==> src/rtl/lsu_pkg.sv <==
// Shared constants for the load/store unit: funct3 access codes, FSM encoding
// and the default timeout sizing.
package lsu_pkg;

    localparam logic [2:0] F3_B  = 3'b000;
    localparam logic [2:0] F3_H  = 3'b001;
    localparam logic [2:0] F3_W  = 3'b010;
    localparam logic [2:0] F3_BU = 3'b100;
    localparam logic [2:0] F3_HU = 3'b101;

    localparam logic [1:0] ST_IDLE = 2'd0;
    localparam logic [1:0] ST_REQ  = 2'd1;
    localparam logic [1:0] ST_WAIT = 2'd2;
    localparam logic [1:0] ST_DONE = 2'd3;

    localparam int unsigned LSU_TIMEOUT_CYCLES = 16;
    localparam int unsigned LSU_CNT_W          = $clog2(LSU_TIMEOUT_CYCLES);

endpackage

==> src/rtl/load_store_unit_if.sv <==
// Word-addressed data-memory bus with req/gnt/rvalid handshake.
interface load_store_unit_if;

    logic        mem_req;
    logic        mem_we;
    logic [3:0]  mem_be;
    logic [31:0] mem_addr;
    logic [31:0] mem_wdata;
    logic        mem_gnt;
    logic        mem_rvalid;
    logic [31:0] mem_rdata;

    modport master (
        output mem_req, mem_we, mem_be, mem_addr, mem_wdata,
        input  mem_gnt, mem_rvalid, mem_rdata
    );

    modport slave (
        input  mem_req, mem_we, mem_be, mem_addr, mem_wdata,
        output mem_gnt, mem_rvalid, mem_rdata
    );

endinterface

==> src/rtl/lsu_load_align.sv <==
// Selects the addressed byte/half lane of a read word and sign- or zero-extends it.
module lsu_load_align
    import lsu_pkg::*;
(
    input  logic [31:0] i_mem_rdata,
    input  logic [2:0]  i_funct3,
    input  logic [1:0]  i_addr_lo,
    output logic [31:0] o_rdata
);

    logic [7:0]  w_byte;
    logic [15:0] w_half;

    always_comb begin
        case (i_addr_lo)
            2'd0:    w_byte = i_mem_rdata[7:0];
            2'd1:    w_byte = i_mem_rdata[15:8];
            2'd2:    w_byte = i_mem_rdata[23:16];
            default: w_byte = i_mem_rdata[31:24];
        endcase
        w_half = i_addr_lo[1] ? i_mem_rdata[31:16] : i_mem_rdata[15:0];
    end

    always_comb begin
        case (i_funct3)
            F3_B:    o_rdata = {{24{w_byte[7]}}, w_byte};
            F3_BU:   o_rdata = {24'd0, w_byte};
            F3_H:    o_rdata = {{16{w_half[15]}}, w_half};
            F3_HU:   o_rdata = {16'd0, w_half};
            default: o_rdata = i_mem_rdata;
        endcase
    end

endmodule

==> src/rtl/load_store_unit.sv <==
// Memory-access stage: decodes load/store requests from the ALU, runs the data-memory
// handshake, stalls the core while busy and returns aligned, extended load data.
module load_store_unit
    import lsu_pkg::*;
#(
    parameter int unsigned TIMEOUT_CYCLES = LSU_TIMEOUT_CYCLES
) (
    input  logic        clk,
    input  logic        rst,
    input  logic        i_req_valid,
    input  logic        i_req_is_store,
    input  logic [2:0]  i_funct3,
    input  logic [31:0] i_addr,
    input  logic [31:0] i_wdata,
    output logic        o_stall,
    output logic [31:0] o_rdata,
    output logic        o_rdata_valid,
    output logic        o_misaligned,
    output logic        o_illegal,
    output logic        o_bus_err,
    load_store_unit_if.master mem_bus
);

    localparam int unsigned CNT_W = $clog2(TIMEOUT_CYCLES);

    logic [1:0]       r_state;
    logic [1:0]       w_state_next;
    logic [CNT_W-1:0] r_cnt;
    logic             r_req;
    logic             r_we;
    logic [3:0]       r_be;
    logic [31:0]      r_addr;
    logic [31:0]      r_wdata;
    logic [2:0]       r_funct3;
    logic [1:0]       r_addr_lo;
    logic [31:0]      r_rdata;
    logic             r_rdata_valid;
    logic             r_bus_err;

    logic             w_idle_req;
    logic             w_legal;
    logic             w_mis;
    logic             w_start;
    logic             w_timeout;
    logic [3:0]       w_be;
    logic [31:0]      w_wdata;
    logic [31:0]      w_load_data;

    // Request decode: only meaningful while IDLE; later input changes are ignored.
    always_comb begin
        w_idle_req = i_req_valid && (r_state == ST_IDLE);
        if (i_req_is_store) begin
            w_legal = (i_funct3 == F3_B) || (i_funct3 == F3_H) || (i_funct3 == F3_W);
        end else begin
            w_legal = (i_funct3 == F3_B) || (i_funct3 == F3_H) || (i_funct3 == F3_W) ||
                      (i_funct3 == F3_BU) || (i_funct3 == F3_HU);
        end
        w_mis = (((i_funct3 == F3_H) || (i_funct3 == F3_HU)) && i_addr[0]) ||
                ((i_funct3 == F3_W) && (i_addr[1:0] != 2'b00));
        w_start = w_idle_req && w_legal && !w_mis;
    end

    always_comb begin
        w_be    = 4'b1111;
        w_wdata = i_wdata;
        if (i_req_is_store) begin
            case (i_funct3)
                F3_B: begin
                    w_be    = 4'b0001 << i_addr[1:0];
                    w_wdata = {4{i_wdata[7:0]}};
                end
                F3_H: begin
                    w_be    = i_addr[1] ? 4'b1100 : 4'b0011;
                    w_wdata = {2{i_wdata[15:0]}};
                end
                default: begin
                    w_be    = 4'b1111;
                    w_wdata = i_wdata;
                end
            endcase
        end
    end

    assign w_timeout = ((r_state == ST_REQ) || (r_state == ST_WAIT)) &&
                       (r_cnt == CNT_W'(TIMEOUT_CYCLES - 1));

    always_comb begin
        w_state_next = r_state;
        case (r_state)
            ST_IDLE: if (w_start) w_state_next = ST_REQ;
            ST_REQ: begin
                if (w_timeout) begin
                    w_state_next = ST_DONE;
                end else if (mem_bus.mem_gnt) begin
                    w_state_next = ST_WAIT;
                end
            end
            // A response in the last allowed cycle still completes normally.
            ST_WAIT: if (mem_bus.mem_rvalid || w_timeout) w_state_next = ST_DONE;
            default: w_state_next = ST_IDLE;
        endcase
    end

    lsu_load_align u_load_align (
        .i_mem_rdata (mem_bus.mem_rdata),
        .i_funct3    (r_funct3),
        .i_addr_lo   (r_addr_lo),
        .o_rdata     (w_load_data)
    );

    always_ff @(posedge clk or posedge rst) begin
        if (rst) begin
            r_state       <= ST_IDLE;
            r_cnt         <= '0;
            r_req         <= 1'b0;
            r_we          <= 1'b0;
            r_be          <= 4'b0000;
            r_addr        <= 32'd0;
            r_wdata       <= 32'd0;
            r_funct3      <= 3'b000;
            r_addr_lo     <= 2'b00;
            r_rdata       <= 32'd0;
            r_rdata_valid <= 1'b0;
            r_bus_err     <= 1'b0;
        end else begin
            r_state       <= w_state_next;
            r_rdata_valid <= 1'b0;
            r_bus_err     <= 1'b0;
            case (r_state)
                ST_IDLE: begin
                    if (w_start) begin
                        r_cnt     <= '0;
                        r_req     <= 1'b1;
                        r_we      <= i_req_is_store;
                        r_be      <= w_be;
                        r_addr    <= {i_addr[31:2], 2'b00};
                        r_wdata   <= w_wdata;
                        r_funct3  <= i_funct3;
                        r_addr_lo <= i_addr[1:0];
                    end
                end
                ST_REQ: begin
                    r_cnt <= r_cnt + CNT_W'(1);
                    if (w_timeout) begin
                        r_req     <= 1'b0;
                        r_bus_err <= 1'b1;
                    end else if (mem_bus.mem_gnt) begin
                        r_req <= 1'b0;
                    end
                end
                ST_WAIT: begin
                    r_cnt <= r_cnt + CNT_W'(1);
                    if (mem_bus.mem_rvalid) begin
                        r_rdata       <= r_we ? 32'd0 : w_load_data;
                        r_rdata_valid <= !r_we;
                    end else if (w_timeout) begin
                        r_bus_err <= 1'b1;
                    end
                end
                default: ;
            endcase
        end
    end

    assign o_stall       = (r_state == ST_REQ) || (r_state == ST_WAIT) || w_start;
    assign o_illegal     = w_idle_req && !w_legal;
    assign o_misaligned  = w_idle_req && w_legal && w_mis;
    assign o_rdata       = r_rdata;
    assign o_rdata_valid = r_rdata_valid;
    assign o_bus_err     = r_bus_err;

    assign mem_bus.mem_req   = r_req;
    assign mem_bus.mem_we    = r_we;
    assign mem_bus.mem_be    = r_be;
    assign mem_bus.mem_addr  = r_addr;
    assign mem_bus.mem_wdata = r_wdata;

endmodule

==> src/flat_wrapper.sv <==
// flat-port wrapper written by rule: the top's interface ports become plain ports
module load_store_unit_flat import lsu_pkg::*;
#(
    parameter int unsigned TIMEOUT_CYCLES = LSU_TIMEOUT_CYCLES
)
  (clk, rst, i_req_valid, i_req_is_store, i_funct3, i_addr, i_wdata, o_stall, o_rdata, o_rdata_valid, o_misaligned, o_illegal, o_bus_err, mem_bus_mem_req, mem_bus_mem_we, mem_bus_mem_be, mem_bus_mem_addr, mem_bus_mem_wdata, mem_bus_mem_gnt, mem_bus_mem_rvalid, mem_bus_mem_rdata);
  load_store_unit_if mem_bus_i ();
  input  logic clk;
  input  logic rst;
  input  logic i_req_valid;
  input  logic i_req_is_store;
  input  logic [2:0] i_funct3;
  input  logic [31:0] i_addr;
  input  logic [31:0] i_wdata;
  output logic o_stall;
  output logic [31:0] o_rdata;
  output logic o_rdata_valid;
  output logic o_misaligned;
  output logic o_illegal;
  output logic o_bus_err;
  output wire logic [$bits(mem_bus_i.mem_req)-1:0] mem_bus_mem_req;
  output wire logic [$bits(mem_bus_i.mem_we)-1:0] mem_bus_mem_we;
  output wire logic [$bits(mem_bus_i.mem_be)-1:0] mem_bus_mem_be;
  output wire logic [$bits(mem_bus_i.mem_addr)-1:0] mem_bus_mem_addr;
  output wire logic [$bits(mem_bus_i.mem_wdata)-1:0] mem_bus_mem_wdata;
  input wire logic [$bits(mem_bus_i.mem_gnt)-1:0] mem_bus_mem_gnt;
  input wire logic [$bits(mem_bus_i.mem_rvalid)-1:0] mem_bus_mem_rvalid;
  input wire logic [$bits(mem_bus_i.mem_rdata)-1:0] mem_bus_mem_rdata;
  assign mem_bus_mem_req = mem_bus_i.mem_req;
  assign mem_bus_mem_we = mem_bus_i.mem_we;
  assign mem_bus_mem_be = mem_bus_i.mem_be;
  assign mem_bus_mem_addr = mem_bus_i.mem_addr;
  assign mem_bus_mem_wdata = mem_bus_i.mem_wdata;
  assign mem_bus_i.mem_gnt = mem_bus_mem_gnt;
  assign mem_bus_i.mem_rvalid = mem_bus_mem_rvalid;
  assign mem_bus_i.mem_rdata = mem_bus_mem_rdata;
  load_store_unit #(.TIMEOUT_CYCLES(TIMEOUT_CYCLES)) u_core (.clk(clk), .rst(rst), .i_req_valid(i_req_valid), .i_req_is_store(i_req_is_store), .i_funct3(i_funct3), .i_addr(i_addr), .i_wdata(i_wdata), .o_stall(o_stall), .o_rdata(o_rdata), .o_rdata_valid(o_rdata_valid), .o_misaligned(o_misaligned), .o_illegal(o_illegal), .o_bus_err(o_bus_err), .mem_bus(mem_bus_i));
endmodule
==> config.mk <==
export PLATFORM = sky130hd
export DESIGN_NAME = load_store_unit_flat
export DESIGN_NICKNAME = d
export VERILOG_FILES = /design/src/rtl/lsu_pkg.sv /design/src/rtl/load_store_unit_if.sv /design/src/rtl/lsu_load_align.sv /design/src/rtl/load_store_unit.sv /design/src/flat_wrapper.sv
export SDC_FILE = /design/constraint.sdc
export NUM_CORES = 1
export LEC_CHECK = 0
export CORE_ASPECT_RATIO = 0.7
export CORE_MARGIN = 3
export CORE_UTILIZATION = 40
export CTS_CLUSTER_DIAMETER = 100
export DETAILED_ROUTE_END_ITERATION = 7
export PLACE_DENSITY = 0.79
export SLEW_MARGIN = 40
export SYNTH_ARGS = -nofsm -noshare
export SYNTH_HDL_FRONTEND = slang
export SYNTH_SLANG_ARGS = --single-unit
==> constraint.sdc <==
create_clock -name clk -period 3.3 [get_ports clk]
set_clock_uncertainty 0.15 [all_clocks]
set_input_delay 0.495 -clock clk [delete_from_list [all_inputs] [get_ports clk]]
set_output_delay 0.495 -clock clk [all_outputs]
set_load 0.005 [all_outputs]
; Yosys cells after proc, flatten, opt, wreduce, memory -nomap -nowiden
; Index checks and enable logic that the tools add are counted.
[classes]
addsub = 1
n_eq_ne = 15
shifts = 1
n_mux = 26
n_reduce_logical = 33
[ops]
columns = op, count
row1 = one-hot mux 32 bit (4 select lines), 1
row2 = two-way mux 32 bit, 2
row3 = one-hot mux 32 bit (2 select lines), 1
row4 = one-hot mux 8 bit (3 select lines), 1
row5 = two-way mux 16 bit, 1
row6 = one-hot mux 4 bit (2 select lines), 2
row7 = equality test 3 bit (second input constant), 4
row8 = two-way mux 4 bit, 3
row9 = logical OR 1 bit, 9
row10 = logical AND 1 bit, 8
row11 = two-way mux 1 bit, 8
row12 = two-way mux 2 bit, 4
row13 = equality test 3 x 1 -> 1 bit (second input constant), 2
row14 = zero test 3 bit, 2
row15 = one-hot mux 2 bit (3 select lines), 1
row16 = AND reduction 2 bit, 3
row17 = AND reduction 3 bit, 2
row18 = nonzero test 2 bit, 3
row19 = adder 4 x 1 -> 4 bit (second input constant), 1
row20 = equality test 2 x 1 -> 1 bit (second input constant), 2
row21 = equality test 2 bit (second input constant), 2
row22 = equality test 4 bit (second input constant), 1
row23 = zero test 2 bit, 2
row24 = one-hot mux 1 bit (2 select lines), 2
row25 = 7 further kinds, 9
[word_totals]
ff_bits = 113
inputBits = 105
out_inout_bits = 107
word_cells = 88

; Longest topological paths before layout
[logic_depth]
word_depth = 10
depth_mapped = 9
mapped_depth_nobuf = 7

; By module
; A second synthesis with hierarchy kept.
[hier_totals]
hier_cells = 678
hier_area_um2 = 5876.9
[modules_own_cells]
columns = module, instances, cells_per_inst, area_per_inst_um2, seq_area_each_um2
row1 = load_store_unit, 1, 545, 4907.2, 2827.7
row2 = lsu_load_align, 1, 133, 969.7, 0.0

; Worst setup path after synthesis
; OpenSTA, ideal clock, no wires.
[synth_timing]
path_kind = input to output
startpoint = input port i_funct3[0]
endpoint = output port o_stall
arrival_time_ns = 1.540
required_ns = 2.655
path_slack_ns = 1.115
stages = 5
path_buffers = 2
cell_sequence = buf_2 -> o41a_1 -> nand4_1 -> buf_2 -> nand2b_1
[synth_between]
elab_chain_cells = 9
word_cells_on_any_way = 18
cone_classes = eq/ne: 4 / mux: 1 / reduce/logical: 13
[synth_rtl]
columns = item, line_no
row1 = start: declaration, flat_wrapper.sv:12  ; input logic [2:0] i_funct3;
row2 = equality test 3 x 1 -> 1 bit / zero test 3 bit (equally long branches), "load_store_unit.sv:53, load_store_unit.sv:55, load_store_unit.sv:58"
row3 = logical OR 1 bit (2 in a row), "load_store_unit.sv:53, load_store_unit.sv:55"
row4 = logical OR 1 bit, load_store_unit.sv:55  ; w_legal = (i_funct3 == F3_B) || (i_funct3 == F3_H) || (i_funct3 == F3_W) ||
row5 = logical OR 1 bit, load_store_unit.sv:56  ; (i_funct3 == F3_BU) || (i_funct3 == F3_HU);
row6 = two-way mux 1 bit, load_store_unit.sv:52  ; if (i_req_is_store) begin
row7 = logical AND 1 bit, load_store_unit.sv:60  ; w_start = w_idle_req && w_legal && !w_mis;
row8 = logical AND 1 bit (*), load_store_unit.sv:60
row9 = logical OR 1 bit (*), load_store_unit.sv:165  ; assign o_stall = (r_state == ST_REQ) || (r_state == ST_WAIT) || w_start;
row10 = end: declaration, flat_wrapper.sv:15  ; output logic o_stall;
; Every way passes the cells marked *; elsewhere a longest branch is shown, timed or not.

; Final worst setup path
[layout_timing]
startpoint = input port i_funct3[1]
endpoint = output port o_misaligned
[layout_between]
elab_chain_cells = 8
word_cells_on_any_way = 16
cone_classes = eq/ne: 4 / mux: 1 / reduce/logical: 11
[layout_rtl]
columns = item, line_no
row1 = equality test 3 x 1 -> 1 bit / zero test 3 bit (equally long branches), "load_store_unit.sv:53, load_store_unit.sv:55, load_store_unit.sv:58"
row2 = logical OR 1 bit (2 in a row), "load_store_unit.sv:53, load_store_unit.sv:55"
row3 = logical OR 1 bit, load_store_unit.sv:55
row4 = logical OR 1 bit, load_store_unit.sv:56
row5 = two-way mux 1 bit, load_store_unit.sv:52
row6 = logical AND 1 bit, load_store_unit.sv:167  ; assign o_misaligned = w_idle_req && w_legal && w_mis;
row7 = logical AND 1 bit (*), load_store_unit.sv:167
row8 = end: declaration, flat_wrapper.sv:18  ; output logic o_misaligned;
; Marked as above.

==> results.md <==
* Status: completed
* Dpl ws at 0.221 ns
* Clk sinks at 113
* Commonest cells after routing, fill and taps aside: 210 x nand2_1, 209 x clkdlybuf4s50_1, 113 x dfrtp_1
* Post_cts resized at 0
* Pwr/cell area at 900 mW/mm2
* First-pass GRT wire length at 25.8 mm
* FP Rows at 34
* Fin crit share at 93.4%
* Area delta synth->final at 53.1%
* Sw Pwr at 2410 uW
* Initial drt markers at 334
* Initial Util at 41.8%
* Share of layout cells above drive strength 1 at 6.73%
* RR Startpoint: u_core.r_addr_lo[1]
* GP Congestion at 0.910
* Part of the power in registers at 33.1%
* Top Ports at 212
* CP Data Arrival Time at 2.44 ns
* Crit path max fanout at 5
* Detailed placement HPWL at 11.6 mm
* Setup CP Type: in -> out
* Synth area leaders: dfrtp_1 53%, nand2_1 15%, o21ai_0 7.2%
* # H-tree levels at 4
* CTS tree: done
* Switching Share at 32.9%
* RSZ-0062 raised after global routing: false
* Antenna fix cells at 0
* Setup violators final at 0
* Wirelength per Cell at 16.6 um
* CTS Root Buffer Type: clkbuf_16
* Die area at 0.0147 mm2
* FF+latch count, synth at 113
* Final Hold Fails at 0
* Placed cell count at 947
* Cell Int Power at 4920 uW
* Hold_sp: u_core.mem_bus.mem_be[0]
* Slew Limit Fails at 0
* Die X at 144 um
* Min-Delay Endpoint: u_core.mem_bus.mem_be[0]
* Largest net degree at the start of global routing at 114
* Leakage power at 0.00362 uW
* Drc violations at 0
* Worst hold-check path type: reg -> reg
* Final min period at 3.08 ns
* Most common cell after layout, fill and taps aside: nand2_1
* Comb power frac at 40.4%
* Dominant cell type by area after synthesis: dfrtp_1
* Deepest clock path buffer count at 2
* Number of warnings issued by yosys at 0
* Initial antenna violation count at 0
* Clock slew at reported path FFs at 0.05 ns
* Vias per cell at 5.15
* Post-Syn Area at 0.00532 mm2
* Vias in the first global route at 5,098
* Layout Nets at 914
* Fmax at 324 MHz
* Port bufs at 209
* CORE AREA at 0.0127 mm2
* Max VDD drop at 0.410 mV
* Hold Slack at 0.315 ns
* Vias at 5,041
* Slew HR at 51.4%
* Post-Synthesis Cells at 603
* CP startpoint kind: primary input
* Post-synth ARST share at 100%
* WHS Path Cells at 2
* Final Cell Area at 0.00815 mm2
* Dpl cell area at 0.00752 mm2
* Final non-filler cell total at 979
* FF-to-FF path depth at 7
* Crit path required time at 2.65 ns
* R2R setup slack at 0.97 ns
* Worst setup margin at 0.217 ns
* DRT Pass-1 Iters at 5
* Part of the Yosys area used for sequential elements at 53.2%
* Worst-Margin Slew at 0.729 ns
* Hold Buf Count CTS at 0
* EDFF count, synth at 0
* Tot GR Track Use at 22.3%
* Final WL at 16.3 mm
* Post-CTS Setup Bufs at 0
* Synth Flop Type: dfrtp_1
* Clk_lat worst skew at 0.40 ns
* Total gr overflow at 0
* Die Ht at 102 um
* Post-route ant nets at 0
* Share of the synthesized area in the top cell type at 53.2%
* Clk pwr share at 26.5%
* CTS buffer count at 17
* Total negative setup slack at 0 ns
* Max_cap viols at 0
* Worst Setup End Kind: primary output
* Avg Synthesized Cell Area at 8.82 um2
* Post-synth cell types at 43
* Reg-to-reg endpoint: u_core.o_rdata[19]
==> power groups by stage <==
stage | clock (uW) | sequential (uW) | combinational (uW)
after floorplan | 0 | 2400 | 1300
after global placement | 0 | 2400 | 2860
after detailed placement | 0 | 2440 | 2960
after CTS | 1970 | 2430 | 2980
after global routing | 2040 | 2510 | 3280
final | 1940 | 2430 | 2960
==> cells in the mapped netlist, types with 7 or more instances <==
master    instances
dfrtp_1         113
o41ai_1           7
o21a_1            7
a31oi_1           9
o21ai_0          77
a21oi_1          19
buf_2            13
clkbuf_1         18
mux2i_1          19
nand3b_1          7
nor2_1           35
inv_1            10
nand2_1         210
==> worst max-delay path, cell delays in order <==
cell	delay [ns]
clkdlybuf4s50_1	0.54
inv_1	0.06
o41a_1	0.51
nor3b_1	0.27
clkdlybuf4s50_1	0.57
==> worst max path at each step <==
stage,from,endpoint,slack [ns],cells past startpoint
detailed placement,i_funct3[1],o_misaligned,0.22,5
CTS,i_funct3[1],o_misaligned,0.20,5
global placement,i_funct3[1],o_misaligned,0.28,5
global route,i_funct3[1],o_misaligned,0.09,5
finish,i_funct3[1],o_misaligned,0.22,5
floorplan,i_funct3[0],o_stall,1.11,5
==> per-layer routing <==
layer  global-route usage, %  wire length (um)
met5                       0                 0
met1                    29.2              7030
met2                    34.8              7630
met3                    8.23              1450
met4                    6.95               159
==> sequential cells by signal (all words and copies together), names as in the netlist <==
name and cells:
u_core.mem_bus.mem_wdata 32, u_core.o_rdata 32, u_core.mem_bus.mem_addr 30, u_core.mem_bus.mem_be 4, u_core.r_cnt 4, u_core.r_funct3 3
u_core.r_addr_lo 2, u_core.r_state 2, u_core.mem_bus.mem_req 1, u_core.mem_bus.mem_we 1, u_core.o_bus_err 1, u_core.o_rdata_valid 1
==> per-stage QoR <==
step           util, %  power [uW]
5_1_grt           64.0        7830
3_5_place_dp      59.1        5400
3_3_place_gp      59.1        5260
2_1_floorplan        -        3700
4_1_cts           64.0        7380
6_report          64.0        7330
==> cell families after synthesis <==
logic type	count (synthesis)	share of synthesized area (%)
buf+inv	50	4.61
simple gates	271	20.7
mux	24	4.63
other cells	1	0.0705
compound gates	139	15.6
flops	113	53.2
fa+ha+maj	5	1.18
==> cell type report <==
class / count / area [um2]
clock inverter: 13 / 186
multi-input combinational: 441 / 2250
clock buffer: 19 / 443
sequential: 113 / 2830
tap: 162 / 203
fill: 1028 / 4570
inverter: 10 / 41.3
timing repair buffer: 221 / 2190
Note: power is estimated with default switching activity, not from simulation.
